**src/rtl/seq_multiplier_if.sv**
```systemverilog
// Start/busy/done handshake bundle for the sequential multiplier.
interface seq_multiplier_if #(
    parameter int WIDTH = 4
);
    logic                 start;
    logic                 is_signed;
    logic [WIDTH-1:0]     a;
    logic [WIDTH-1:0]     b;
    logic                 busy;
    logic                 done;
    logic [2*WIDTH-1:0]   y;

    // Controller side: issues requests, watches status and product.
    modport master (
        output start, is_signed, a, b,
        input  busy, done, y
    );

    // Multiplier side.
    modport slave (
        input  start, is_signed, a, b,
        output busy, done, y
    );
endinterface

```
**src/rtl/seq_multiplier.sv**
```systemverilog
// Sequential shift-add multiplier, signed or unsigned per operation.
// Signed operands are reduced to magnitudes on acceptance, multiplied
// unsigned over WIDTH steps, and the sign is applied in a final RUN cycle
// (cnt == WIDTH) that also loads y, so y and done appear together.
module seq_multiplier #(
    parameter int WIDTH = 4
) (
    input  logic              clk,
    input  logic              rst,
    seq_multiplier_if.slave   bus
);
    localparam int PW = 2 * WIDTH;
    localparam int CW = $clog2(WIDTH + 1);

    typedef enum logic [1:0] {IDLE, RUN, DONE} state_t;

    state_t             state_q, state_d;
    logic [CW-1:0]      cnt_q, cnt_d;
    logic [PW-1:0]      mcand_q, mcand_d;
    logic [WIDTH-1:0]   mplier_q, mplier_d;
    logic [PW-1:0]      acc_q, acc_d;
    logic               neg_q, neg_d;
    logic [PW-1:0]      y_q, y_d;

    logic               a_neg, b_neg;
    logic [WIDTH-1:0]   a_mag, b_mag;

    // Magnitudes of the incoming operands; -2^(WIDTH-1) maps to 2^(WIDTH-1),
    // which still fits unsigned in WIDTH bits.
    assign a_neg = bus.is_signed & bus.a[WIDTH-1];
    assign b_neg = bus.is_signed & bus.b[WIDTH-1];
    assign a_mag = a_neg ? -bus.a : bus.a;
    assign b_mag = b_neg ? -bus.b : bus.b;

    assign bus.busy = (state_q != IDLE);
    assign bus.done = (state_q == DONE);
    assign bus.y    = y_q;

    // State and datapath registers; reset clears everything, aborting any op.
    always_ff @(posedge clk or posedge rst) begin
        if (rst) begin
            state_q  <= IDLE;
            cnt_q    <= '0;
            mcand_q  <= '0;
            mplier_q <= '0;
            acc_q    <= '0;
            neg_q    <= 1'b0;
            y_q      <= '0;
        end else begin
            state_q  <= state_d;
            cnt_q    <= cnt_d;
            mcand_q  <= mcand_d;
            mplier_q <= mplier_d;
            acc_q    <= acc_d;
            neg_q    <= neg_d;
            y_q      <= y_d;
        end
    end

    // Next-state and shift-add step; start is only honoured in IDLE.
    always_comb begin
        state_d  = state_q;
        cnt_d    = cnt_q;
        mcand_d  = mcand_q;
        mplier_d = mplier_q;
        acc_d    = acc_q;
        neg_d    = neg_q;
        y_d      = y_q;
        case (state_q)
            IDLE: begin
                if (bus.start) begin
                    state_d  = RUN;
                    cnt_d    = '0;
                    acc_d    = '0;
                    mcand_d  = {{WIDTH{1'b0}}, a_mag};
                    mplier_d = b_mag;
                    neg_d    = a_neg ^ b_neg;
                end
            end
            RUN: begin
                if (cnt_q == CW'(WIDTH)) begin
                    state_d = DONE;
                    y_d     = neg_q ? -acc_q : acc_q;
                end else begin
                    if (mplier_q[0]) acc_d = acc_q + mcand_q;
                    mcand_d  = mcand_q << 1;
                    mplier_d = mplier_q >> 1;
                    cnt_d    = cnt_q + CW'(1);
                end
            end
            DONE: state_d = IDLE;
            default: state_d = IDLE;
        endcase
    end
endmodule
```
**src/flat_wrapper.sv**
```systemverilog
// flat-port wrapper written by rule: the top's interface ports become plain ports
module seq_multiplier_flat 
#(
    parameter int WIDTH = 4
)
  (clk, rst, bus_start, bus_is_signed, bus_a, bus_b, bus_busy, bus_done, bus_y);
  seq_multiplier_if #(.WIDTH(WIDTH)) bus_i ();
  input  logic clk;
  input  logic rst;
  input wire logic [$bits(bus_i.start)-1:0] bus_start;
  input wire logic [$bits(bus_i.is_signed)-1:0] bus_is_signed;
  input wire logic [$bits(bus_i.a)-1:0] bus_a;
  input wire logic [$bits(bus_i.b)-1:0] bus_b;
  output wire logic [$bits(bus_i.busy)-1:0] bus_busy;
  output wire logic [$bits(bus_i.done)-1:0] bus_done;
  output wire logic [$bits(bus_i.y)-1:0] bus_y;
  assign bus_i.start = bus_start;
  assign bus_i.is_signed = bus_is_signed;
  assign bus_i.a = bus_a;
  assign bus_i.b = bus_b;
  assign bus_busy = bus_i.busy;
  assign bus_done = bus_i.done;
  assign bus_y = bus_i.y;
  seq_multiplier #(.WIDTH(WIDTH)) u_core (.clk(clk), .rst(rst), .bus(bus_i));
endmodule
```
**config.mk**
```make
export PLATFORM = sky130hd
export DESIGN_NAME = seq_multiplier_flat
export DESIGN_NICKNAME = d
export VERILOG_FILES = /design/src/rtl/seq_multiplier_if.sv /design/src/rtl/seq_multiplier.sv /design/src/flat_wrapper.sv
export SDC_FILE = /design/constraint.sdc
export NUM_CORES = 1
export LEC_CHECK = 0
export ABC_AREA = 1
export CORE_ASPECT_RATIO = 2
export CORE_MARGIN = 2
export CORE_UTILIZATION = 40
export DETAILED_ROUTE_END_ITERATION = 12
export GPL_TIMING_DRIVEN = 0
export SETUP_SLACK_MARGIN = 0.15
export SYNTH_ARGS = -nofsm -noshare
export SYNTH_HDL_FRONTEND = slang
export SYNTH_SLANG_ARGS = --single-unit
```
**constraint.sdc**
```tcl
create_clock -name clk -period 2 [get_ports clk]
set_clock_uncertainty 0.05 [all_clocks]
set_input_delay 0.4 -clock clk [delete_from_list [all_inputs] [get_ports clk]]
set_output_delay 0.4 -clock clk [all_outputs]
set_load 0.01 [all_outputs]
```
==> results.yml <==
worst_setup_path:
  crit_type: "reg -> out"
  crit_path_start_kind: "register"
  required_ns: 1.55
  crit_path_max_fanout: 3
  crit_end: "bus_done"
  r2r_cells: 8
  r2r-start: "u_core.mcand_q[0]"
  critPathLaunch: "u_core.state_q[0]"
  arrival_ns: 1.26
  endpoint_kind: "output pin"
  r2r-end: "u_core.acc_q[6]"
  reg2reg_slack_ns: 0.32
clock_tree:
  holdBufCountCts: 0
  cts_max_path_buffers: 2
  htree_levels: 2
  clk_pin_slew_ns: 0.07
  clock_latency_ns: 0.29
  clock-sinks: 34
  clk_root_buffer_cell: "clkbuf_8"
  numCtsBuffers: 5
  cts_tree: "yes"
power:
  ir_worst_vdd_uv: 689
  total_power_mw: 3.79
  p_leak_nw: 1.26
  power_density_nw_per_um2: 1570
min_path:
  hold_path_class: "reg -> reg"
  min_from: "u_core.bus.y[4]"
routing:
  dr.first_iter.drc_count: 26
  dr.pass1.iters: 4
  drtAntennaViolNets: 0
  via_per_inst: 4.85
  drc: 0
  wl_per_cell_um: 12.1
  via_count: 1679
  totalWireLength_um: 4190
sta:
  min_period_ns: 1.71
  slew_headroom_pct: 52.5
  finalMaxSlewViolations: 0
  setup_violations: 0
  rsz0062_at_grt: "no"
  fin_setup_tns_ns: 0
  final_min_period_over_clock_period_pct: 85.5
  clock.fmax_ghz: 0.585
  worst_pin_slew_ns: 0.711
  fin_hold_ws_ns: 0.432
  hold_viol: 0
logic_synthesis:
  syn_nets: 283
  avgSynthCellArea_um2: 7.80
  yosysWarningCount: 0
  synth_edf_count: 0
  syn_area_um2: 2010
  synthCells: 258
  ys_seq_area_share_pct: 42.3
  synth_ff_type: "dfrtp_1"
  synth.distinct_cells: 29
  async_flop_share_pct: 100
  ys_seq_elements: 34
global_route:
  overflow: 0
  antenna_found_initial: 0
  grt_max_degree: 35
  grt_pass1_vias: 1708
  grt_usage_pct: 17.0
  grt_pass1_wl_um: 7250
die:
  die_height_um: 104
  io_pins: 22
  core-area_um2: 4860
  die_area_um2: 5650
  start_util_pct: 41.4
  die_w_um: 54.2
  num_rows: 36
cells_and_area:
  diodes: 0
  mostFrequentLayoutCell: "nand2_1"
  nets: 313
  syn_to_final_growth_pct: 20.0
  postLayoutCoreUtil_pct: 49.6
  final_cell_mix: "nand2_1 (77), dfrtp_1 (33), inv_1 (31)"
  final_layout_size_suffix_gt1_share_pct: 9.00
placement:
  hpwl_um: 3230
  gp_congestion: 0.762
  io_buffer_count: 21
flow_run:
  cap_violations: 0
run_status:
  status: "completed"
## worst min path at each step
stage	to	slack, ns	cells past startpoint
floorplan	u_core.mplier_q[2]	0.40	2
global placement	u_core.bus.y[5]	0.41	2
detailed placement	u_core.bus.y[4]	0.42	2
CTS	u_core.bus.y[4]	0.44	2
global route	u_core.bus.y[2]	0.47	2
finish	u_core.bus.y[4]	0.43	2
## kinds of logic (layout without fill, tap and decap cells)
logic type	after synthesis	in the layout	share of synthesized area, %
buffers and inverters	39	70	8.02
XOR/XNOR	8	8	3.48
flip-flops	34	34	42.3
AND/OR/NAND/NOR	126	126	27.4
adder cells (fa/ha/maj)	13	13	8.46
AO/OA/AOI/OAI	38	38	10.3
## synthesized netlist by cell type (2+ instances only)
| library cell | count | area (µm²) |
|---|---|---|
| nor2_1 | 16 | 60.1 |
| xor2_1 | 6 | 52.6 |
| nand3_1 | 20 | 100 |
| a21oi_1 | 12 | 60.1 |
| nand4_1 | 3 | 18.8 |
| nand2_1 | 77 | 289 |
| nand3b_1 | 2 | 15.0 |
| nand2_4 | 2 | 22.5 |
| inv_1 | 32 | 120 |
| o211ai_1 | 4 | 30.0 |
| ha_1 | 12 | 150 |
| o21ai_0 | 19 | 95.1 |
| nand2_2 | 2 | 12.5 |
| dfrtp_1 | 34 | 851 |
| clkbuf_1 | 2 | 7.51 |
| xnor2_1 | 2 | 17.5 |
## worst max-delay path, cell delays in order, from the launching register on
cell and delay, ns:
dfrtp_2 0.44, buf_4 0.16, nor2_1 0.11, dlygate4sd2_1 0.27
## what timing repair did
| action | in CTS | in global routing |
|---|---|---|
| endpoints found under the hold margin | 0 | 0 |
| resized for setup | 2 | 3 |
| setup buffers | 0 | 2 |
| endpoints found under the setup margin | 2 | 1 |
## final cells by class
cell class / count / area [µm²]
fillers: 517 / 2450
inverters: 34 / 130
clock buffers: 6 / 82.6
well taps: 57 / 71.3
repair buffers: 23 / 226
plain buffers: 5 / 31.3
flip-flops and latches: 34 / 852
multi-input cells: 185 / 1010
clock inverters: 2 / 12.5
## power breakdown
| group | switching, mW | leakage [nW] | internal, mW |
|---|---|---|---|
| Clock | 0.259 | 0.0472 | 0.277 |
| Sequential | 0.227 | 0.433 | 0.987 |
| Combinational | 1.20 | 0.779 | 0.846 |
| Total | 1.68 | 1.26 | 2.11 |
## stage by stage
step,cell area [µm²],worst slack (ns),cells
floorplan,2010,0.472,258
global placement,2290,-0.0266,336
detailed placement,2290,-0.0715,336
CTS,2390,0.104,344
global route,2410,0.219,346
finish,2410,0.290,346
## per-layer routing
layer  track usage [%]  share of wire, %  up-vias
li1                  -                 -      892
met1              16.7                41      758
met2              32.5                56       24
met3              3.02               2.4        5
met4              5.71               1.3        0
met5                 0                 0        -
## flip-flops by register name (all words and copies together), names as in the netlist
name             count
u_core.state_q       2
u_core.bus.y         8
u_core.neg_q         1
u_core.mcand_q       8
u_core.acc_q         8
u_core.cnt_q         3
u_core.mplier_q      4
Power figures use the tool's default switching activity.
